### src/rtl/ddp_input_merge_if.sv
// ---------------------------------------------------------------------------
// ddp_input_merge_if
//   Bundles the packet-side signals of ddp_input_merge.
//   Ports A/B   : Send_in_x / PACKET_IN_x in, Ack_out_x out
//   Join stage  : Send_out / PACKET_OUT out, Ack_in in
//   Status      : CNT_A, CNT_B (FIFO occupancy), ERR (sticky violation)
//
// Handshake: every Send/Ack is an active-low, one-cycle pulse. A sender
// drives Send low for one cycle with its packet valid in that cycle. The
// receiver answers with one Ack low cycle once the packet has been stored.
// The sender must not send again until that Ack has been seen. A send that
// arrives while an earlier one is unanswered is dropped and flagged.
// ---------------------------------------------------------------------------
interface ddp_input_merge_if #(
    parameter int PW    = 38,
    parameter int DEPTH = 4
) ();
    localparam int CW = $clog2(DEPTH) + 1;

    logic          Send_in_a;
    logic [PW-1:0] PACKET_IN_a;
    logic          Ack_out_a;
    logic          Send_in_b;
    logic [PW-1:0] PACKET_IN_b;
    logic          Ack_out_b;
    logic          Send_out;
    logic [PW-1:0] PACKET_OUT;
    logic          Ack_in;
    logic [CW-1:0] CNT_A;
    logic [CW-1:0] CNT_B;
    logic          ERR;

    // Merger side
    modport slave (
        input  Send_in_a, PACKET_IN_a, Send_in_b, PACKET_IN_b, Ack_in,
        output Ack_out_a, Ack_out_b, Send_out, PACKET_OUT, CNT_A, CNT_B, ERR
    );

    // Environment side (senders and join stage)
    modport master (
        output Send_in_a, PACKET_IN_a, Send_in_b, PACKET_IN_b, Ack_in,
        input  Ack_out_a, Ack_out_b, Send_out, PACKET_OUT, CNT_A, CNT_B, ERR
    );
endinterface

### src/rtl/ddp_input_merge.sv
// ---------------------------------------------------------------------------
// ddp_input_merge
//   Merges external packets (port A) and feedback packets (port B) into the
//   single Send/Ack pulse interface of the join stage. Each input has a
//   DEPTH-entry FIFO plus one hold register for a packet that arrives while
//   the FIFO is full; its Ack is deferred until the packet enters the FIFO.
//   The output side is a two-state FSM with round-robin arbitration.
//
// Ports:
//   CLK          rising-edge clock
//   MR_N         asynchronous active-low master reset
//   bus          ddp_input_merge_if.slave (packet ports, status)
//   dbg_state_o  1 while the output FSM waits for Ack_in (WAIT state)
// ---------------------------------------------------------------------------
module ddp_input_merge #(
    parameter int PW    = 38,
    parameter int DEPTH = 4
) (
    input  logic              CLK,
    input  logic              MR_N,
    ddp_input_merge_if.slave  bus,
    output logic              dbg_state_o
);
    localparam int AW = $clog2(DEPTH);
    localparam int CW = AW + 1;

    typedef enum logic {ST_IDLE = 1'b0, ST_WAIT = 1'b1} state_t;

    // Index 0 = port A, index 1 = port B
    logic [PW-1:0] mem_q    [2][DEPTH];
    logic [AW-1:0] wr_ptr_q [2];
    logic [AW-1:0] rd_ptr_q [2];
    logic [CW-1:0] cnt_q    [2];
    logic [PW-1:0] hold_q   [2];
    logic [1:0]    pend_q;
    logic [1:0]    ack_q;      // active-high: Ack_out_x low this cycle
    logic          err_q;

    state_t        state_q, state_d;
    logic          send_out_q, send_out_d;
    logic [PW-1:0] pkt_out_q, pkt_out_d;
    logic          last_grant_q, last_grant_d;   // 0 = A, 1 = B

    logic [1:0]    send_n, not_empty, pop, space, viol;
    logic [1:0]    push_in, push_hold, capture, push;
    logic          sel;
    logic [PW-1:0] pkt_in    [2];
    logic [PW-1:0] push_data [2];

    assign send_n    = {bus.Send_in_b, bus.Send_in_a};
    assign pkt_in[0] = bus.PACKET_IN_a;
    assign pkt_in[1] = bus.PACKET_IN_b;

    // ---------------- input side (same logic for both ports) --------------
    always_comb begin
        space     = '0;
        viol      = '0;
        push_in   = '0;
        capture   = '0;
        push_hold = '0;
        push      = '0;
        for (int p = 0; p < 2; p++) begin
            // A pop on the same edge frees a slot for the incoming packet.
            space[p]     = (cnt_q[p] != CW'(DEPTH)) | pop[p];
            // Sending again before the previous packet was acked is illegal.
            viol[p]      = ~send_n[p] & (pend_q[p] | ack_q[p]);
            push_in[p]   = ~send_n[p] & ~viol[p] & space[p];
            capture[p]   = ~send_n[p] & ~viol[p] & ~space[p];
            push_hold[p] = pend_q[p] & space[p];
            // push_in and push_hold are exclusive: push_in needs pend_q=0.
            push[p]      = push_in[p] | push_hold[p];
            push_data[p] = pend_q[p] ? hold_q[p] : pkt_in[p];
        end
    end

    always_ff @(posedge CLK) begin
        for (int p = 0; p < 2; p++) begin
            if (push[p]) mem_q[p][wr_ptr_q[p]] <= push_data[p];
        end
    end

    always_ff @(posedge CLK or negedge MR_N) begin
        if (!MR_N) begin
            for (int p = 0; p < 2; p++) begin
                wr_ptr_q[p] <= '0;
                rd_ptr_q[p] <= '0;
                cnt_q[p]    <= '0;
                hold_q[p]   <= '0;
            end
            pend_q <= '0;
            ack_q  <= '0;
            err_q  <= 1'b0;
        end else begin
            for (int p = 0; p < 2; p++) begin
                if (push[p]) wr_ptr_q[p] <= wr_ptr_q[p] + AW'(1);
                if (pop[p])  rd_ptr_q[p] <= rd_ptr_q[p] + AW'(1);
                if (push[p] && !pop[p])      cnt_q[p] <= cnt_q[p] + CW'(1);
                else if (pop[p] && !push[p]) cnt_q[p] <= cnt_q[p] - CW'(1);
                if (capture[p]) begin
                    hold_q[p] <= pkt_in[p];
                    pend_q[p] <= 1'b1;
                end else if (push_hold[p]) begin
                    pend_q[p] <= 1'b0;
                end
            end
            ack_q <= push;
            if (|viol) err_q <= 1'b1;
        end
    end

    // ---------------- output FSM ------------------------------------------
    assign not_empty[0] = (cnt_q[0] != '0);
    assign not_empty[1] = (cnt_q[1] != '0);

    always_comb begin
        state_d      = state_q;
        send_out_d   = 1'b1;
        pkt_out_d    = pkt_out_q;
        last_grant_d = last_grant_q;
        pop          = '0;
        sel          = 1'b0;
        case (state_q)
            ST_IDLE: begin
                if (|not_empty) begin
                    // Both waiting: the port that was not served last wins.
                    sel          = (&not_empty) ? ~last_grant_q : not_empty[1];
                    pop[sel]     = 1'b1;
                    pkt_out_d    = mem_q[sel][rd_ptr_q[sel]];
                    send_out_d   = 1'b0;
                    last_grant_d = sel;
                    state_d      = ST_WAIT;
                end
            end
            ST_WAIT: begin
                if (!bus.Ack_in) state_d = ST_IDLE;
            end
            default: state_d = ST_IDLE;
        endcase
    end

    always_ff @(posedge CLK or negedge MR_N) begin
        if (!MR_N) begin
            state_q      <= ST_IDLE;
            send_out_q   <= 1'b1;
            pkt_out_q    <= '0;
            last_grant_q <= 1'b1;
        end else begin
            state_q      <= state_d;
            send_out_q   <= send_out_d;
            pkt_out_q    <= pkt_out_d;
            last_grant_q <= last_grant_d;
        end
    end

    assign bus.Ack_out_a  = ~ack_q[0];
    assign bus.Ack_out_b  = ~ack_q[1];
    assign bus.Send_out   = send_out_q;
    assign bus.PACKET_OUT = pkt_out_q;
    assign bus.CNT_A      = cnt_q[0];
    assign bus.CNT_B      = cnt_q[1];
    assign bus.ERR        = err_q;
    assign dbg_state_o    = (state_q == ST_WAIT);

endmodule
### src/flat_wrapper.sv
// flat-port wrapper written by rule: the top's interface ports become plain ports
module ddp_input_merge_flat 
#(
    parameter int PW    = 38,
    parameter int DEPTH = 4
)
  (CLK, MR_N, dbg_state_o, bus_Send_in_a, bus_PACKET_IN_a, bus_Send_in_b, bus_PACKET_IN_b, bus_Ack_in, bus_Ack_out_a, bus_Ack_out_b, bus_Send_out, bus_PACKET_OUT, bus_CNT_A, bus_CNT_B, bus_ERR);
  ddp_input_merge_if #(.PW(PW), .DEPTH(DEPTH)) bus_i ();
  input  logic CLK;
  input  logic MR_N;
  output logic dbg_state_o;
  input wire logic [$bits(bus_i.Send_in_a)-1:0] bus_Send_in_a;
  input wire logic [$bits(bus_i.PACKET_IN_a)-1:0] bus_PACKET_IN_a;
  input wire logic [$bits(bus_i.Send_in_b)-1:0] bus_Send_in_b;
  input wire logic [$bits(bus_i.PACKET_IN_b)-1:0] bus_PACKET_IN_b;
  input wire logic [$bits(bus_i.Ack_in)-1:0] bus_Ack_in;
  output wire logic [$bits(bus_i.Ack_out_a)-1:0] bus_Ack_out_a;
  output wire logic [$bits(bus_i.Ack_out_b)-1:0] bus_Ack_out_b;
  output wire logic [$bits(bus_i.Send_out)-1:0] bus_Send_out;
  output wire logic [$bits(bus_i.PACKET_OUT)-1:0] bus_PACKET_OUT;
  output wire logic [$bits(bus_i.CNT_A)-1:0] bus_CNT_A;
  output wire logic [$bits(bus_i.CNT_B)-1:0] bus_CNT_B;
  output wire logic [$bits(bus_i.ERR)-1:0] bus_ERR;
  assign bus_i.Send_in_a = bus_Send_in_a;
  assign bus_i.PACKET_IN_a = bus_PACKET_IN_a;
  assign bus_i.Send_in_b = bus_Send_in_b;
  assign bus_i.PACKET_IN_b = bus_PACKET_IN_b;
  assign bus_i.Ack_in = bus_Ack_in;
  assign bus_Ack_out_a = bus_i.Ack_out_a;
  assign bus_Ack_out_b = bus_i.Ack_out_b;
  assign bus_Send_out = bus_i.Send_out;
  assign bus_PACKET_OUT = bus_i.PACKET_OUT;
  assign bus_CNT_A = bus_i.CNT_A;
  assign bus_CNT_B = bus_i.CNT_B;
  assign bus_ERR = bus_i.ERR;
  ddp_input_merge #(.PW(PW), .DEPTH(DEPTH)) u_core (.CLK(CLK), .MR_N(MR_N), .bus(bus_i), .dbg_state_o(dbg_state_o));
endmodule
### config.mk
export PLATFORM = sky130hd
export DESIGN_NAME = ddp_input_merge_flat
export DESIGN_NICKNAME = d
export VERILOG_FILES = /design/src/rtl/ddp_input_merge_if.sv /design/src/rtl/ddp_input_merge.sv /design/src/flat_wrapper.sv
export SDC_FILE = /design/constraint.sdc
export NUM_CORES = 1
export LEC_CHECK = 0
export BUFFER_PORTS_ARGS = -buffer_cell sky130_fd_sc_hd__buf_2
export CAP_MARGIN = 20
export CORE_MARGIN = 3
export CORE_UTILIZATION = 45
export CTS_BUF_LIST = sky130_fd_sc_hd__clkbuf_8
export DETAILED_ROUTE_END_ITERATION = 16
export GPL_TIMING_DRIVEN = 0
export HOLD_SLACK_MARGIN = 0.03
export PLACE_DENSITY = 0.58
export SLEW_MARGIN = 5
export SYNTH_ARGS = -nofsm -noshare
export SYNTH_HDL_FRONTEND = slang
export SYNTH_SLANG_ARGS = --single-unit
### constraint.sdc
create_clock -name CLK -period 6.7 [get_ports CLK]
set_input_delay 0.335 -clock CLK [delete_from_list [all_inputs] [get_ports CLK]]
set_output_delay 0.335 -clock CLK [all_outputs]
set_load 0.1 [all_outputs]
; ---- After elaboration in Yosys (flattened, before gate mapping)
; Memories as Yosys holds them, arrays and structs flattened.
; Index checks and enable logic that the tools add are counted.
[op_classes]
eq_ne = 2
n_addsub = 8
muxes = 34
bitwise_logic = 30
magnitude_cmp = 8
n_reduce_logical = 21
[ops]
columns = cell, count
row1 = $mux W152, 2
row2 = $mux W38, 6
row3 = $demux W38 S2, 2
row4 = $bmux W38 S2, 1
row5 = $mux W1, 12
row6 = $mux W3, 4
row7 = $and A1 B1 Y1, 10
row8 = $mux W2, 5
row9 = $not A1 Y1, 10
row10 = $ge A3 B3 Y1 const B, 3
row11 = $not A2 Y3, 3
row12 = $add A2 B1 Y2 const B, 4
row13 = $reduce_bool A2 Y1, 4
row14 = $logic_and A1 B1 Y1, 7
row15 = $add A3 B1 Y3 const B, 2
row16 = $lt A3 B1 Y1 const B, 2
row17 = $ne A3 B3 Y1 const B, 2
row18 = $or A1 B1 Y1, 6
row19 = $reduce_bool A3 Y1, 2
row20 = $sub A3 B1 Y3 const B, 2
row21 = $logic_not A1 Y1, 4
row22 = $reduce_and A2 Y1, 2
row23 = $reduce_or A2 Y1, 2
row24 = $ge A2 B2 Y1 const B, 1
row25 = 5 further kinds, 5
[totals]
ram_bits = 304
output_inout_bits = 49
ff_bits = 136
word_cells = 120
in_bits = 81
memories = 1
[memory_table]
columns = memory, words, word_bits, rd, rd_clocked_by_memory_dff, wr, line_no
row1 = u_core.mem_q, 2, 152, 1, 0, 2, ddp_input_merge.sv:30  ; logic [PW-1:0] mem_q [2][DEPTH];

; ---- Logic depth before layout (Yosys ltp)
[depth]
depth_word = 16
depth_mapped = 12
depth_no_buf = 9

; ---- Worst setup path after synthesis
; Ideal clock, no wire load.
[synth_timing]
path_kind = register to register
startpoint = register u_core.cnt_q (netlist bit u_core.bus.CNT_B[1])
endpoint = memory u_core.mem_q[0][0] in the netlist's numbering, enable pin
slack_ns = 3.465
setup_time_ns = 0.399
required_ns = 6.301
arrival_time_ns = 2.837
n_path_buf = 0
synth_period_minus_slack_ns = 3.235
path_stages_with_launch = 5
cell_sequence = dfrtp_1 -> nor3_2 -> o21ai_0 -> a21oi_1 -> and2_1
[synth_lines]
columns = element, line_no
row1 = start: declaration, ddp_input_merge.sv:33  ; logic [CW-1:0] cnt_q [2];
row2 = start signal: indexed assignment, ddp_input_merge.sv:97  ; if (push[p] && !pop[p]) cnt_q[p] <= cnt_q[p] + CW'(1);
row3 = start signal: indexed assignment, ddp_input_merge.sv:98  ; else if (pop[p] && !push[p]) cnt_q[p] <= cnt_q[p] - CW'(1);
row4 = end: declaration, ddp_input_merge.sv:30

; ---- Final worst setup path
[layout_timing]
startpoint = register u_core.cnt_q (netlist bit u_core.bus.CNT_B[1])
endpoint = register u_core.cnt_q (netlist bit u_core.bus.CNT_A[1])
[layout_via]
elab_chain_len = 15
word_cells_on_any_way = 21
cone_classes = 2 x order compare / 6 x mux / 4 x bitwise / 9 x reduce/logical
[layout_lines]
columns = element, line_no
row1 = $reduce_bool A3 Y1 (*), ddp_input_merge.sv:113  ; assign not_empty[1] = (cnt_q[1] != '0);
row2 = $reduce_and A2 Y1, ddp_input_merge.sv:126  ; sel = (&not_empty) ? ~last_grant_q : not_empty[1];
row3 = $mux W1, ddp_input_merge.sv:126
row4 = $lt A1 B2 Y1 (implied by the code) or $ge A1 B1 Y1 (tied branches), ddp_input_merge.sv:127  ; pop[sel] = 1'b1;
row5 = $logic_and A1 B1 Y1 (implied by the code), ddp_input_merge.sv:127
row6 = $mux W1 (implied by the code), ddp_input_merge.sv:127
row7 = $demux W1 S1, --
row8 = $mux W2 (*), ddp_input_merge.sv:124  ; if (|not_empty) begin
row9 = $mux W2 (*), ddp_input_merge.sv:122  ; case (state_q)
row10 = $or A1 B1 Y1, ddp_input_merge.sv:64  ; space[p] = (cnt_q[p] != CW'(DEPTH)) | pop[p];
row11 = "$and A1 B1 Y1, on equally long branches", "ddp_input_merge.sv:67, ddp_input_merge.sv:69"
row12 = $or A1 B1 Y1, ddp_input_merge.sv:71  ; push[p] = push_in[p] | push_hold[p];
row13 = $logic_not A1 Y1, ddp_input_merge.sv:98
row14 = $logic_and A1 B1 Y1, ddp_input_merge.sv:98
row15 = $reduce_bool A2 Y1 (no source line), --
; Every way passes the cells marked *; elsewhere a longest branch is shown, timed or not.
; A chain may end at the register's enable or synchronous reset.

==> summary by stage <==
Outcome
The run finished with clean final reports.

Layout
Summing all non-filler instances in the final layout gives an area of roughly 22000 µm². The proportion of layout cells with a drive suffix above 1 is 0.2962. Registers take between 10000 and 15000 µm². The net count of the finished layout is between 1000 and 1500. For this run, the number of standard cells in the final layout without fillers is roughly 1900. The multi-input combinational cells in the finished layout cover a total of 5112 µm². The number of antenna diodes in the final layout is 0. The top cell types in the final layout, fill and taps aside, are sky130_fd_sc_hd__edfxtp_1, sky130_fd_sc_hd__mux2_2, sky130_fd_sc_hd__mux2i_1. The fill cell total of the finished layout is ~3200.

The library cell used most frequently in the layout, excluding fill and tap cells, is sky130_fd_sc_hd__edfxtp_1. The relative area change from synthesis to final layout is 20.28%.

Die
The floorplan die area is 42450 µm². The width of the die is ~210 µm. From bottom edge to top edge, the die measures 206.0 µm.

The initial utilization of the core area, before any placement, comes to 0.4606. The number of rows in the core area is ~70. The I/O pin count is 130. The core area is 39100 µm².

Min path
The worst hold path class is in2reg. The instance count along the most critical hold path is 4. The worst hold path terminates at u_core.pend_q[1].

The source of the worst hold timing path is bus_Send_in_b.

Worst setup path
For the worst setup path, the data arrival time is 3690 ps. The critical path is of the reg2reg type. The beginning of the worst register-to-register path is u_core.bus.CNT_B[1]. The worst setup path is launched from a flop. The maximum fanout along the worst path is 10.

The category of the worst setup path capture point is a flop. The worst path required time is 7180 ps. The worst register-to-register path has a setup slack of between 3000 and 4000 ps. The number of cells on the worst reg-to-reg path is 10. The worst flop-to-flop path endpoint is u_core.bus.CNT_A[1].

Timing
Setup repair after global routing left no endpoint under its margin. The final clock period utilization by the worst path is 0.4780. For the pin with the worst max-slew slack, the measured transition is 1130 ps. The fmax is 312.3 MHz. Final hold analysis gives a worst-case slack of 83.42 ps.

Across all setup checks in the final design, the least slack found is 3497 ps. After routing, the total negative slack on setup checks comes to 0 ps. The number of pins exceeding their max-slew limit in the final report is 0. The relative slew slack is 0.2465. After layout, the minimum clock period comes to 3203 ps. The worst clock skew is roughly 22 ps. The total count of hold-check failures in the final report is 0. Setup violations remaining at the end of the flow were counted as 0.

CTS
TritonCTS built the clock tree. For the worst-skew pair, the clock arrives at the later sink with an insertion delay of approximately 600 ps. The clock passes through at most 3 buffers. Post-CTS timing repair inserted 0 buffers for setup. Clock tree synthesis found a total of 440 sinks.

The buffer type at the clock tree root is sky130_fd_sc_hd__clkbuf_8. Clock-pin slew was measured on the worst setup and hold paths at 60 ps. The H-tree depth reported by CTS is 3. The TritonCTS buffer count is 74.

Synth
The total nets after synthesis is 1152. Synthesis produced 1059 cells. Of the post-synthesis cell area, the dominant cell type holds 0.5069. Counting flops with an async set or reset pin after synthesis yields a share of 0.3091. The mean instance size in the synthesized netlist is about 17 µm². Synthesis inferred 440 register bits. In the post-synthesis netlist, the biggest area contributors are sky130_fd_sc_hd__edfxtp_1, sky130_fd_sc_hd__dfrtp_1, sky130_fd_sc_hd__mux2_2. The total number of yosys warnings is 0. The count of cell types in the netlist is 36. In this run, synthesis inferred just over 300 flip-flops with an integrated enable. The top flip-flop cell by instance count after synthesis is sky130_fd_sc_hd__edfxtp_1. For this run, the register share of the synthesized area comes to 0.6960. The cell type with the largest total area after synthesis is sky130_fd_sc_hd__edfxtp_1.

The mapped cell area is approximately 18000 µm².

Global routing
The via count of the first global-routing pass is between 10000 and 15000. In the global route stage, overall resource usage came out at 0.2169. The initial antenna violation count is 0. The global-route wire length before repair is ~68 mm. The residual overflow from global routing is 0. The maximum number of pins on one net before global-route repair is about 90.

Drt
Summed over all layers, the routed wires come to approximately 45 mm. The detailed-route DRC error count is 0. After detailed routing, the average wire length per cell comes to around 23 µm. After detailed routing, the number of vias per cell comes to ~5.4. In this run, the number of DRC markers left after iteration 0 of detailed routing was approximately 670. Before antenna repair, the detailed router went through 5 iterations. The number of antenna-violating nets in the routed design is 0. The via total after detailed routing is between 10000 and 15000.

Pwr
The reported leakage power is 8.496 nW. The total power per unit cell area is 496.0 nW/µm². The worst IR drop on VDD is between 200 and 250 µV.

Placement
The number of placed instances, taps included, is roughly 1700. Once placement finished, the instance area stood at 19510 µm². Routability-driven placement finished with a final weighted congestion of 0.7479. Port buffering added 129 buffers.

The total half-perimeter wirelength after legalization and detailed placement is 28.18 mm. Timing analysis after detailed placement gives a worst setup slack of 3494 ps.

Job
The max-cap violation count is 0.
-- sequential cells by signal, summed over array words and instances, names as in the netlist --
| name | flops |
|---|---|
| u_core.hold_q | 76 |
| u_core.last_grant_q | 1 |
| u_core.pend_q | 2 |
| u_core.bus.Send_out | 1 |
| u_core.ack_q | 2 |
| u_core.bus.CNT_A | 3 |
| u_core.dbg_state_o | 1 |
| u_core.bus.ERR | 1 |
| u_core.mem_q | 304 |
| u_core.rd_ptr_q | 4 |
| u_core.bus.CNT_B | 3 |
| u_core.wr_ptr_q | 4 |
| u_core.bus.PACKET_OUT | 38 |
-- final cells by class --
cell class / instances / share of cell area
Tap cell: 518 / 0.02992
Clock buffer: 84 / 0.05337
Sequential cell: 440 / 0.5787
Timing Repair Buffer: 217 / 0.07544
Buffer: 73 / 0.01525
Clock inverter: 51 / 0.009415
Inverter: 11 / 0.001906
Multi-Input combinational cell: 535 / 0.2360
-- through the flow --
stage	util	total power [W]
5_1_grt	0.5540	0.01130
2_1_floorplan	-	0.007311
3_3_place_gp	0.4937	0.008484
6_report	0.5540	0.01074
3_5_place_dp	0.4990	0.008615
4_1_cts	0.5540	0.01085
-- critical path, cell delays in order (launching register included) --
cell and delay, ps:
sky130_fd_sc_hd__dfrtp_1 450, sky130_fd_sc_hd__nor3_2 580, sky130_fd_sc_hd__or2_1 180, sky130_fd_sc_hd__buf_2 220, sky130_fd_sc_hd__buf_4 290, sky130_fd_sc_hd__buf_2 300
sky130_fd_sc_hd__nand2_1 90, sky130_fd_sc_hd__ha_1 240, sky130_fd_sc_hd__inv_1 70, sky130_fd_sc_hd__fa_1 410, sky130_fd_sc_hd__mux2_2 270
-- cells by family after synthesis --
| group | Yosys count | share of synthesized area |
|---|---|---|
| fa+ha+maj | 12 | 0.009171 |
| buf+inv | 84 | 0.02064 |
| mux | 308 | 0.1820 |
| compound gates | 127 | 0.06260 |
| flops | 440 | 0.6960 |
| simple gates | 77 | 0.02418 |
| xor+xnor | 11 | 0.005350 |
-- report_power, final --
group	switching (W)	total [W]	internal (W)
combinational	0.00301	0.00443	0.00142
sequential	0.000315	0.00412	0.00381
clock	0.00104	0.00219	0.00114
total	0.00437	0.0107	0.00637
-- worst max path at each step --
stage / start / slack [ps] / depth (start not counted) / endpoint
after floorplan: u_core.bus.CNT_B[1] / 3460 / 4 / u_core.mem_q[0][0]
after global placement: u_core.bus.CNT_B[1] / 2420 / 4 / u_core.mem_q[0][84]
after detailed placement: u_core.bus.CNT_B[1] / 3490 / 10 / u_core.bus.CNT_A[1]
after CTS: u_core.bus.CNT_B[1] / 3500 / 10 / u_core.bus.CNT_A[1]
after global routing: u_core.bus.CNT_B[2] / 3340 / 10 / u_core.bus.CNT_A[1]
final: u_core.bus.CNT_B[1] / 3500 / 10 / u_core.bus.CNT_A[1]
-- layer usage --
layer	wire length, µm	track usage
met1	20480	0.3052
met2	21100	0.3429
met3	2096	0.03434
met4	1262	0.08145
met5	0	0
-- Yosys cell counts, types with 6 or more instances --
cell type,number
sky130_fd_sc_hd__a2111oi_0,38
sky130_fd_sc_hd__nor2b_1,38
sky130_fd_sc_hd__dfrtp_1,134
sky130_fd_sc_hd__mux2i_1,152
sky130_fd_sc_hd__a221oi_1,38
sky130_fd_sc_hd__a221o_1,38
sky130_fd_sc_hd__xnor2_1,6
sky130_fd_sc_hd__ha_1,10
sky130_fd_sc_hd__and2_1,8
sky130_fd_sc_hd__edfxtp_1,304
sky130_fd_sc_hd__clkbuf_1,47
sky130_fd_sc_hd__nor2_1,16
sky130_fd_sc_hd__buf_2,18
sky130_fd_sc_hd__inv_1,11
sky130_fd_sc_hd__mux2_2,156
-- repair_timing --
action                                 CTS  global route
hold buffers                            79             0
setup endpoints to repair                0             0
resized for setup                        0             0
endpoints found under the hold margin  124             0
(Power assumes the default switching activity.)
